===== config.mk =====
export PLATFORM = sky130hd
export DESIGN_NAME = zc_period_ctrl
export DESIGN_NICKNAME = d
export VERILOG_FILES = /design/src/rtl/zc_pkg.sv /design/src/rtl/hyst_cmp.sv /design/src/rtl/zc_period_ctrl.sv
export SDC_FILE = /design/constraint.sdc
export NUM_CORES = 1
export LEC_CHECK = 0
export ABC_CLOCK_PERIOD_IN_PS = 4610
export CAP_MARGIN = 25
export CORE_MARGIN = 5
export CORE_UTILIZATION = 45
export DETAILED_ROUTE_END_ITERATION = 16
export GPL_ROUTABILITY_DRIVEN = 1
export PLACE_DENSITY = 0.69
export SLEW_MARGIN = 0
export SYNTH_ARGS = -nofsm -noshare
export SYNTH_HDL_FRONTEND = slang
export SYNTH_SLANG_ARGS = --single-unit

===== constraint.sdc =====
create_clock -name clk -period 4.61 [get_ports clk]
set_input_delay 0.6915 -clock clk [delete_from_list [all_inputs] [get_ports clk]]
set_output_delay 0.6915 -clock clk [all_outputs]
set_load 0.02 [all_outputs]

===== src/rtl/zc_pkg.sv =====
// Shared constants for the zero-crossing period controller.
package zc_pkg;

  // Default parameter values
  localparam int unsigned CNT_W_DEF          = 24;
  localparam int unsigned THRESH_DEFAULT_DEF = 50;
  localparam int unsigned MIN_PERIOD_DEF     = 20;
  localparam int unsigned MAX_PERIOD_DEF     = 1000;
  localparam int unsigned LOCK_COUNT_DEF     = 4;

  // Sequencer states
  localparam int unsigned STATE_W = 2;
  localparam logic [STATE_W-1:0] ST_IDLE    = 2'd0;
  localparam logic [STATE_W-1:0] ST_ARM     = 2'd1;
  localparam logic [STATE_W-1:0] ST_MEASURE = 2'd2;
  localparam logic [STATE_W-1:0] ST_LOCKED  = 2'd3;

endpackage


===== src/rtl/hyst_cmp.sv =====
// Registered signed hysteresis comparator with rising-edge detect.
module hyst_cmp #(
  parameter int unsigned DATA_W = 32
) (
  input  logic              clk,
  input  logic              rst_n,
  input  logic [DATA_W-1:0] sample_i,
  input  logic              valid_i,
  input  logic [DATA_W-2:0] thresh_i,
  input  logic              run_i,
  output logic              square_o,
  output logic              rise_o,
  output logic              rise_c
);

  // One extra bit so that -thresh and the sample never overflow
  localparam int unsigned CMP_W = DATA_W + 1;

  logic signed [CMP_W-1:0] sample_ext;
  logic signed [CMP_W-1:0] pos_th;
  logic signed [CMP_W-1:0] neg_th;
  logic                    square_d;

  // Compare the sample against the symmetric threshold band
  always_comb begin
    sample_ext = {sample_i[DATA_W-1], sample_i};
    pos_th     = {2'b00, thresh_i};
    neg_th     = -pos_th;
    square_d   = square_o;
    if (valid_i && run_i) begin
      if (sample_ext > pos_th) begin
        square_d = 1'b1;
      end else if (sample_ext < neg_th) begin
        square_d = 1'b0;
      end
    end
    rise_c = square_d & ~square_o;
  end

  // Output registers
  always_ff @(posedge clk or negedge rst_n) begin
    if (!rst_n) begin
      square_o <= 1'b0;
      rise_o   <= 1'b0;
    end else begin
      square_o <= square_d;
      rise_o   <= rise_c;
    end
  end

endmodule


===== src/rtl/zc_period_ctrl.sv =====
// Zero-crossing sequencer: hysteresis square wave, period measurement,
// glitch/timeout rejection and lock reporting.
module zc_period_ctrl
  import zc_pkg::*;
#(
  parameter int unsigned DATA_W         = 32,
  parameter int unsigned CNT_W          = CNT_W_DEF,
  parameter int unsigned THRESH_DEFAULT = THRESH_DEFAULT_DEF,
  parameter int unsigned MIN_PERIOD     = MIN_PERIOD_DEF,
  parameter int unsigned MAX_PERIOD     = MAX_PERIOD_DEF,
  parameter int unsigned LOCK_COUNT     = LOCK_COUNT_DEF
) (
  input  logic              clk,
  input  logic              rst_n,
  input  logic              enable,
  input  logic [DATA_W-1:0] sample_in,
  input  logic              sample_valid,
  input  logic [DATA_W-2:0] thresh_in,
  input  logic              thresh_load,
  output logic              square_out,
  output logic              edge_rise,
  output logic [CNT_W-1:0]  period_out,
  output logic              period_valid,
  output logic              locked,
  output logic              timeout
);

  localparam int unsigned CONSEC_W = $clog2(LOCK_COUNT + 1);

  localparam logic [DATA_W-2:0]   THRESH_RST = (DATA_W-1)'(THRESH_DEFAULT);
  localparam logic [CNT_W-1:0]    MIN_P      = CNT_W'(MIN_PERIOD);
  localparam logic [CNT_W-1:0]    MAX_P      = CNT_W'(MAX_PERIOD);
  localparam logic [CNT_W-1:0]    MAX_P_M1   = CNT_W'(MAX_PERIOD - 1);
  localparam logic [CONSEC_W-1:0] LOCK_N     = CONSEC_W'(LOCK_COUNT);

  logic [STATE_W-1:0]  state_q,  state_d;
  logic [CNT_W-1:0]    cnt_q,    cnt_d;
  logic [CONSEC_W-1:0] consec_q, consec_d;
  logic [CNT_W-1:0]    period_q, period_d;
  logic                pv_q,     pv_d;
  logic                locked_q, locked_d;
  logic                to_q,     to_d;
  logic [DATA_W-2:0]   thresh_q;

  logic                run_c;
  logic                samp_c;
  logic                cmp_rise_c;
  logic [CNT_W-1:0]    period_p;
  logic [CONSEC_W-1:0] consec_inc;

  // Comparator runs whenever the sequencer is active
  always_comb begin
    run_c  = enable && (state_q != ST_IDLE);
    samp_c = sample_valid && run_c;
  end

  hyst_cmp #(
    .DATA_W (DATA_W)
  ) u_cmp (
    .clk      (clk),
    .rst_n    (rst_n),
    .sample_i (sample_in),
    .valid_i  (sample_valid),
    .thresh_i (thresh_q),
    .run_i    (run_c),
    .square_o (square_out),
    .rise_o   (edge_rise),
    .rise_c   (cmp_rise_c)
  );

  // Threshold register; a load takes effect from the following cycle
  always_ff @(posedge clk or negedge rst_n) begin
    if (!rst_n) begin
      thresh_q <= THRESH_RST;
    end else if (thresh_load) begin
      thresh_q <= thresh_in;
    end
  end

  // Next-state, period counter and lock tracking
  always_comb begin
    state_d    = state_q;
    cnt_d      = cnt_q;
    consec_d   = consec_q;
    period_d   = period_q;
    locked_d   = locked_q;
    pv_d       = 1'b0;
    to_d       = 1'b0;
    period_p   = cnt_q + CNT_W'(1);
    consec_inc = (consec_q >= LOCK_N) ? consec_q : consec_q + CONSEC_W'(1);

    if (!enable) begin
      state_d  = ST_IDLE;
      cnt_d    = '0;
      consec_d = '0;
      locked_d = 1'b0;
    end else begin
      case (state_q)
        ST_IDLE: begin
          cnt_d    = '0;
          consec_d = '0;
          locked_d = 1'b0;
          state_d  = ST_ARM;
        end
        ST_ARM: begin
          if (samp_c && cmp_rise_c) begin
            cnt_d   = '0;
            state_d = ST_MEASURE;
          end
        end
        ST_MEASURE, ST_LOCKED: begin
          if (samp_c) begin
            if (cmp_rise_c && (period_p >= MIN_P) && (period_p <= MAX_P)) begin
              period_d = period_p;
              pv_d     = 1'b1;
              cnt_d    = '0;
              consec_d = consec_inc;
              if (consec_inc >= LOCK_N) begin
                locked_d = 1'b1;
                state_d  = ST_LOCKED;
              end
            end else if (cmp_rise_c && (period_p < MIN_P)) begin
              // Glitch: edge is ignored for measurement, counting continues
              cnt_d    = period_p;
              consec_d = '0;
              locked_d = 1'b0;
              state_d  = ST_MEASURE;
            end else if (cnt_q >= MAX_P_M1) begin
              to_d     = 1'b1;
              cnt_d    = '0;
              consec_d = '0;
              locked_d = 1'b0;
              state_d  = ST_ARM;
            end else begin
              cnt_d = period_p;
            end
          end
        end
        default: begin
          state_d = ST_IDLE;
        end
      endcase
    end
  end

  // Sequencer and output registers
  always_ff @(posedge clk or negedge rst_n) begin
    if (!rst_n) begin
      state_q  <= ST_IDLE;
      cnt_q    <= '0;
      consec_q <= '0;
      period_q <= '0;
      pv_q     <= 1'b0;
      locked_q <= 1'b0;
      to_q     <= 1'b0;
    end else begin
      state_q  <= state_d;
      cnt_q    <= cnt_d;
      consec_q <= consec_d;
      period_q <= period_d;
      pv_q     <= pv_d;
      locked_q <= locked_d;
      to_q     <= to_d;
    end
  end

  assign period_out   = period_q;
  assign period_valid = pv_q;
  assign locked       = locked_q;
  assign timeout      = to_q;

endmodule


==> metrics.txt, run 1 <==
Ant. Diodes 0; routed via count 5265; clock transition at the registers of the reported paths 0.07 ns; port buffer count 96; die footprint 0.0160 mm²; top cells by area, synth dfrtp_1 (35%), ha_1 (14%), xnor2_1 (4.9%), nand2_1 (4.5%), o21ai_0 (4.2%); fraction of registers with async set/reset 100%; number of cells after detailed placement 923; final setup margin 0.375 ns; Total Routing Usage GR 19.3%; Initial Util 45.9%; Max Cap Violations 0; design area 0.00755 mm²; Core Footprint 0.0133 mm²; critical path capture point type flip-flop; Post-DP Area 0.00721 mm²; drt wl/cell 16.1 µm; Routed Antenna Nets 0; synthesized area 0.00611 mm²; R2R Path Start thresh_q[0]; Clock Latency Late Sink 0.35 ns; library cells used by synthesis 67; GP Congestion 0.883; critical path data arrival time 4.44 ns; DR iter-0 viols 376; sequential area share after synthesis 36.5%; vias in the first global route 5294; Inserted Clock Buffers 9; DRC viols 0; total length of routed wires 15.1 mm; Synth top area share 35.2%; TritonCTS clock tree done; final non-filler cell total 939; fmax 236 MHz; # rows 42; largest net degree at the start of global routing 63; post-synthesis sequential element count 89; die extent in x 126 µm; area grow syn2layout 23.6%; Tmin final 4.23 ns; dpl ws 0.194 ns; Slew @ Worst Pin 0.884 ns; DR vias/cell 5.61; unrepaired setup endpoints after global routing no; final period utilization 91.9%; share of post-route cells with drive strength above 1 6.95%; total leakage power 3.38 nW; critical path class reg2reg; Primary FF master, synth dfrtp_1; DR pass1 iterations 5; leading area contributor after synthesis dfrtp_1; TritonCTS sink count 89; synth warn 0; first-pass GRT wire length 25.5 mm; Root Buffer clkbuf_16; Worst R2R Path Depth 18; HP Class in2async; clock buffer depth 2; setup_tns 0 ns; status complete, no violations; clk_skew 0.0112 ns; Max Slew Vio Count 0; # setup viols final 0; commonest non-fill, non-tap cell in the layout clkdlybuf4s50_1; CP max FO 4; syn_area_per_cell 9.13 µm²; Syn Nets 805; most frequent cells in the layout clkdlybuf4s50_1 (94), dfrtp_1 (86), nand2_1 (74); Post-synth EDFFs 0; Nets 894; FF-to-FF End u_cmp.square_o; setup bufs post-CTS 0; Max-slew headroom 41.1%; pwr dens 286 mW/mm²; DP HPWL 11.7 mm; Min Hold Slack 0.375 ns; Mapped Cells 669; die height 126 µm; Reg2Reg Setup Slack 0.38 ns; Total Power 2.16 mW; initial antenna violation count 0; Critical Path RT 4.82 ns; post-layout util 56.8%; htree depth 3; VDD IR max 0.147 mV; Ports 97; CP Launch Type flip-flop; final hold viol count 0; GRT overflow 0
==> report_power, final <==
part	switching [mW]	leakage, nW	total [mW]	internal, mW
registers	0.0527	1.18	0.877	0.824
clock network	0.343	0.154	0.775	0.432
logic	0.286	2.04	0.505	0.218
==> worst max path at each step <==
| stage | from | end | slack [ns] | depth (start not counted) |
|---|---|---|---|---|
| after detailed placement | thresh_q[0] | u_cmp.square_o | 0.19 | 18 |
| after CTS | thresh_q[0] | u_cmp.square_o | 0.16 | 18 |
| after global placement | thresh_q[0] | u_cmp.square_o | 0.42 | 18 |
| final | thresh_q[0] | u_cmp.square_o | 0.38 | 18 |
| after floorplan | thresh_q[0] | u_cmp.square_o | 0.62 | 17 |
| after global routing | thresh_q[0] | u_cmp.square_o | 0.06 | 18 |
==> registers in the layout, indices dropped and copies added, names as in the netlist <==
name,count
thresh_q,31
cnt_q,24
period_out,24
consec_q,3
state_q,2
locked,1
period_valid,1
timeout,1
u_cmp.rise_o,1
u_cmp.square_o,1
==> cells by family after synthesis <==
group | count (synthesis) | share of synthesized area (%)
compound gates | 146 | 15.4
mux | 9 | 1.80
fa+ha+maj | 68 | 13.9
simple gates | 254 | 22.7
flops | 89 | 36.5
xor+xnor | 35 | 5.02
buf+inv | 68 | 4.59
==> layout make-up <==
class,instances,area [µm²]
tap,176,220
multi-input combinational,512,3620
timing repair buffer,103,1010
fill,1198,5750
inverter,43,161
sequential,89,2230
clock buffer,9,225
clock inverter,7,83.8
==> what timing repair did <==
item	4_1_cts	5_1_grt
hold buffers	0	0
endpoints found under the hold margin	0	0
resized for setup	0	6
setup endpoints to repair	0	1
==> critical path, cell delays in order, from the launching register on <==
cell and delay [ns]:
dfrtp_1 0.41, inv_1 0.09, ha_1 0.24, nand3_1 0.17, nor4_1 0.29, buf_4 0.18, nand2_1 0.07, or4_4 0.47
or4_4 0.53, xnor2_1 0.15, ha_1 0.30, a21o_1 0.18, a21o_1 0.16, a21oi_1 0.15, nor2_1 0.07, a2111oi_2 0.20
mux2i_1 0.12, o21ai_0 0.15, o311ai_0 0.15
==> synthesized netlist by cell type, types with 3 or more instances <==
master and n:
a2111oi_0 3, a211oi_1 4, a21o_1 15, a21oi_1 28, a22o_1 3, a22oi_1 6, a31oi_1 9, and2_1 30
and3_1 6, and4_1 6, clkbuf_1 19, dfrtp_1 86, dfstp_2 3, ha_1 68, inv_1 43, mux2_2 4
mux2_4 3, nand2_1 74, nand2b_1 6, nand3_1 22, nand3b_1 3, nand4_1 24, nor2_1 22, nor3_1 23
nor4_1 11, o211ai_1 3, o21a_1 6, o21ai_0 51, or3_1 3, or4_1 4, xnor2_1 34
==> per-layer routing <==
layer / global-route usage [%] / wire (µm)
met5: 0 / 0
met1: 26.2 / 7060
met4: 6.50 / 246
met3: 3.03 / 753
met2: 31.4 / 7070
Power figures use the tool's default switching activity.
==> inputs of run 2 (changes only) <==
--- a/config.mk
+++ b/config.mk
@@ -9,9 +9,11 @@
 export CAP_MARGIN = 25
 export CORE_MARGIN = 5
 export CORE_UTILIZATION = 45
+export CTS_BUF_LIST = sky130_fd_sc_hd__clkbuf_2
 export DETAILED_ROUTE_END_ITERATION = 16
 export GPL_ROUTABILITY_DRIVEN = 1
-export PLACE_DENSITY = 0.69
+export PLACE_DENSITY = 0.75
+export REMOVE_ABC_BUFFERS = 1
 export SLEW_MARGIN = 0
 export SYNTH_ARGS = -nofsm -noshare
 export SYNTH_HDL_FRONTEND = slang
==> run 2 against run 1 <==
Highest routed layer unchanged. Critical path depth stayed put. Core utilization shrank 1.4 points. Worst hold slack worse by 0.28 ns.
==> metrics.txt, run 2 (synthesis results as in run 1) <==
Max-slew headroom 39.9% (-1.2 points); Nets 895 (+0.11%); Routed Antenna Nets 0 (unchanged); first-pass GRT wire length 25.5 mm (about the same); die height 126 µm (unchanged); critical path capture point type flip-flop; setup_tns 0 ns (unchanged); pwr dens 244 mW/mm² (-14%); final setup margin 0.170 ns (-0.205 ns); critical path class reg2reg; Inserted Clock Buffers 9 (unchanged); Tmin final 4.44 ns (+0.205 ns); Min Hold Slack 0.0919 ns (-0.283 ns); Worst R2R Path Depth 18 (unchanged); vias in the first global route 5393 (+1.9%); total leakage power 3.29 nW (-2.6%); GRT overflow 0 (unchanged); HP Class in2async; Max stage delay on crit path 0.55 ns (+0.02 ns); critical path data arrival time 4.93 ns (+0.49 ns); most frequent cells in the layout clkdlybuf4s50_1 (94), dfrtp_1 (86), nand2_1 (74); CP max FO 4 (unchanged); number of cells after detailed placement 923 (unchanged); clk_skew 0.0409 ns (+0.0297 ns); design area 0.00736 mm² (-2.5%); Slew @ Worst Pin 0.901 ns (+0.0179 ns); Initial Util 45.9% (unchanged); final non-filler cell total 941 (+0.21%); area grow syn2layout 20.6%; register area 0.00223 mm² (unchanged); Max Cap Violations 0 (unchanged); fmax 225 MHz (-4.6%); R2R Path Start thresh_q[0]; VDD IR max 0.117 mV (-20%); clock transition at the registers of the reported paths 0.26 ns (+0.19 ns); DR vias/cell 5.74 (+2.3%); DR pass1 iterations 5 (unchanged); final period utilization 96.3% (+4.5 points); CP Launch Type flip-flop; drt wl/cell 16.2 µm (+0.78%); # setup viols final 0 (unchanged); Core Footprint 0.0133 mm² (unchanged); Reg2Reg Setup Slack 0.17 ns (-0.21 ns); Biggest register thresh_q; DP HPWL 11.6 mm (-0.26%); dpl ws -0.0393 ns (-0.233 ns); clock buffer depth 2 (unchanged); CP max stage cell or4_4; initial antenna violation count 1 (+1); GP Congestion 0.903 (+2.3%); Critical Path RT 5.10 ns (+0.28 ns); share of post-route cells with drive strength above 1 6.94% (-0.0091 points); largest net degree at the start of global routing 63 (unchanged); die footprint 0.0160 mm² (unchanged); port buffer count 96 (unchanged); Max Slew Vio Count 0 (unchanged); CTS Hold Buffers Added 0 (unchanged); number of flip-flops in the largest register 31 (unchanged); Total Routing Usage GR 19.3% (+0.027 points); status complete, no violations; total length of routed wires 15.3 mm (+0.99%); Post-DP Area 0.00721 mm² (unchanged); FILL cells 1179 (-1.6%); Clock Latency Late Sink 0.62 ns (+0.27 ns); multi-input logic area 0.00362 mm² (-0.17%); final hold viol count 0 (unchanged); die extent in x 126 µm (unchanged); FF-to-FF End u_cmp.square_o; # rows 42 (unchanged); sequence of cells on the critical path inv_1, ha_1, nand3_2, nor4_2, buf_4, nand2_1, or4_1, or4_4, xnor2_1, ha_1, a21o_1, a21o_1, a21oi_1, nor2_1, a2111oi_2, mux2i_1, o21ai_0, o311ai_0; commonest non-fill, non-tap cell in the layout clkdlybuf4s50_1; Ports 97 (unchanged); routed via count 5397 (+2.5%); DR iter-0 viols 370 (-1.6%); TritonCTS clock tree done; Root Buffer clkbuf_2; TritonCTS sink count 89 (unchanged); htree depth 3 (unchanged); DRC viols 0 (unchanged)
[run 2: critical path, delay by kind of cell (launching register included)]
family,cells,cell delay [ns]
simple gates,6,1.58
xor+xnor,1,0.15
fa+ha+maj,2,0.56
mux,1,0.13
flops,1,0.47
buf+inv,2,0.26
compound gates,6,1.18
[run 2: final cells by class]
class | instances | area share [%]
diodes | 1 | 0.0340
clock buffers | 9 | 0.612
clock inverters | 7 | 0.969
inverters | 43 | 2.19
multi-input cells | 512 | 49.1
flip-flops and latches | 89 | 30.3
well taps | 176 | 2.99
repair buffers | 104 | 13.8
[run 2: how the worst max path moves through the flow]
stage	startpoint	to	slack, ns	depth (start not counted)
floorplan	thresh_q[0]	u_cmp.square_o	0.62	17
global placement	thresh_q[0]	u_cmp.square_o	0.41	18
detailed placement	thresh_q[0]	u_cmp.square_o	-0.04	18
CTS	thresh_q[0]	u_cmp.square_o	0.04	18
global route	thresh_q[0]	u_cmp.square_o	-0.002	18
finish	thresh_q[0]	u_cmp.square_o	0.17	18
[run 2: per-layer routing]
metal	up-vias	track usage [%]	share of wire, %
met3	41	3.32	4.4
met2	170	31.6	48
li1	2592	-	-
met4	0	9.21	3.0
met5	-	0	0
met1	2594	24.8	44
[run 2: repair_timing]
action	CTS	global route
endpoints found under the setup margin	1	1
gates cloned	0	0
gates resized for setup	1	4
pin swaps	0	0
buffers inserted	0	1
[run 2: where the power goes]
group,switching [mW],internal (mW),leakage [nW]
registers,0.0522,0.825,1.18
logic,0.291,0.219,2.04
clock network,0.287,0.124,0.0655
total,0.630,1.17,3.29
[run 2: through the flow]
| step | total power [mW] | utilization [%] |
|---|---|---|
| global route | 1.92 | 55.4 |
| CTS | 1.81 | 55.1 |
| finish | 1.80 | 55.4 |
| detailed placement | 1.39 | 54.3 |
| global placement | 1.36 | 54.3 |
| floorplan | 1.18 | - |
==> edit (config.mk and constraints of run 1) <==
`MIN_PERIOD_DEF`: 20 -> 15.
--- a/src/rtl/zc_pkg.sv
+++ b/src/rtl/zc_pkg.sv
@@ -6,3 +6,3 @@
   localparam int unsigned THRESH_DEFAULT_DEF = 50;
-  localparam int unsigned MIN_PERIOD_DEF     = 20;
+  localparam int unsigned MIN_PERIOD_DEF     = 15;
   localparam int unsigned MAX_PERIOD_DEF     = 1000;
Behaviour: no difference found for any inputs over 4 cycles, from zero or initial values and one cycle with rst_n low; that may be too few to reach the edited logic, so the function may still have changed.
==> edit against run 1 <==
  * Global-route usage rose by 0.12 points
  * Synthesized area up 0.35%
  * Sequential share of layout area grew 0.19 points
  * Worst hold slack lost 0.010 ns
  * Critical endpoint unchanged
  * Wire length is 0.29% lower
  * Power is 2.9% lower
  * Via count is 0.36% higher
  * Worst setup slack improved by 0.39 ns
  * Sequential cell count is the same
  * Final area decreased by 0.63%
  * Clock power is 7.1% lower
  * Non-clock buffer count down 4
  * Sequential power grew 0.8%
==> edit: results (changes against run 1) <==
[place]
gp_congestion = 0.902  ; +2.1%
placed_area_mm2 = 0.00721  ; -0.10%

[final_layout]
inv_count = 45  ; +4.7%
multi_input_area_mm2 = 0.00361  ; -0.35%
non_clock_buffer_area_share_pct = 13.0  ; -0.32 points
nFlopsAndLatches = 89  ; unchanged
fill_cells = 1158  ; -3.3%
clk_share_pct = 3.95  ; -0.14 points
multi_input_cells = 529  ; +3.3%

[power]
power_leakage_nw = 3.35  ; -0.77%
powerDensity_mw_per_mm2 = 279  ; -2.3%
ir_drop_mv = 0.174  ; +18%
pg_seq_mw = 0.884  ; +0.8%

[timing]
worst_hold_slack_ns = 0.364  ; -0.0104 ns
skew_ns = 0.0107  ; -0.000505 ns
slew_headroom_pct = 37.5  ; -3.6 points

[outcome]
outcome = complete, no violations

[yosys]
ys_types = 71  ; +6.0%
synth_commonest_cells = 86 x dfrtp_1, 86 x nand2_1, 69 x ha_1
syn_nets = 825  ; +2.5%
syn_area_per_cell_um2 = 8.91  ; -2.4%

[setup_path]
max_stage_delay_ns = 0.38  ; -0.15 ns
worstPathMaxFanout = 5  ; +1
worstPathArrival_ns = 4.06  ; -0.38 ns

[global_routing]
grt_pass1_vias = 5303  ; +0.17%
grt_usage_pct = 19.4  ; +0.12 points
globalRouteMet2Util_pct = 30.9  ; -0.50 points

[route]
met2WireLength_mm = 6.98  ; -1.2%
wl_met3_um = 695  ; -7.7%
wire_per_inst_um = 15.8  ; -1.9%
wl_mm = 15.1  ; -0.29%
viasPerCell = 5.54  ; -1.2%

-- edit: cell count changes after synthesis, sizes merged, moves of 4 or more --
cell	run 1	this run
xor2	1	5
o21ai	51	61
a31oi	10	1
clkbuf	20	14
buf	5	11
nand2b	7	2
mux2	7	2
xnor2	34	30
nand2	74	86
nor4	13	9
nor2	22	39
-- edit: worst max-delay path by stage --
stage	end	slack, ns	depth (start not counted)
after global routing	u_cmp.square_o	0.34	18
after CTS	u_cmp.square_o	0.76	18
final	u_cmp.square_o	0.77	18
after global placement	state_q[1]	0.78	10
after detailed placement	state_q[0]	0.75	9
after floorplan	u_cmp.square_o	1.15	18
-- edit: logic make-up (layout without fill, tap and decap cells) --
logic type                 Yosys count  in the layout  share of synthesized area (%)
AOI/OAI and AO/OA                  150            150                           16.0
buffers and inverters               70            160                           4.74
adders and majority gates           69             69                           14.1
muxes                                4              4                          0.694
xor gates and xnor gates            35             35                           5.00
and+or+nand+nor                    271            271                           23.1
DFF                                 89             89                           36.4
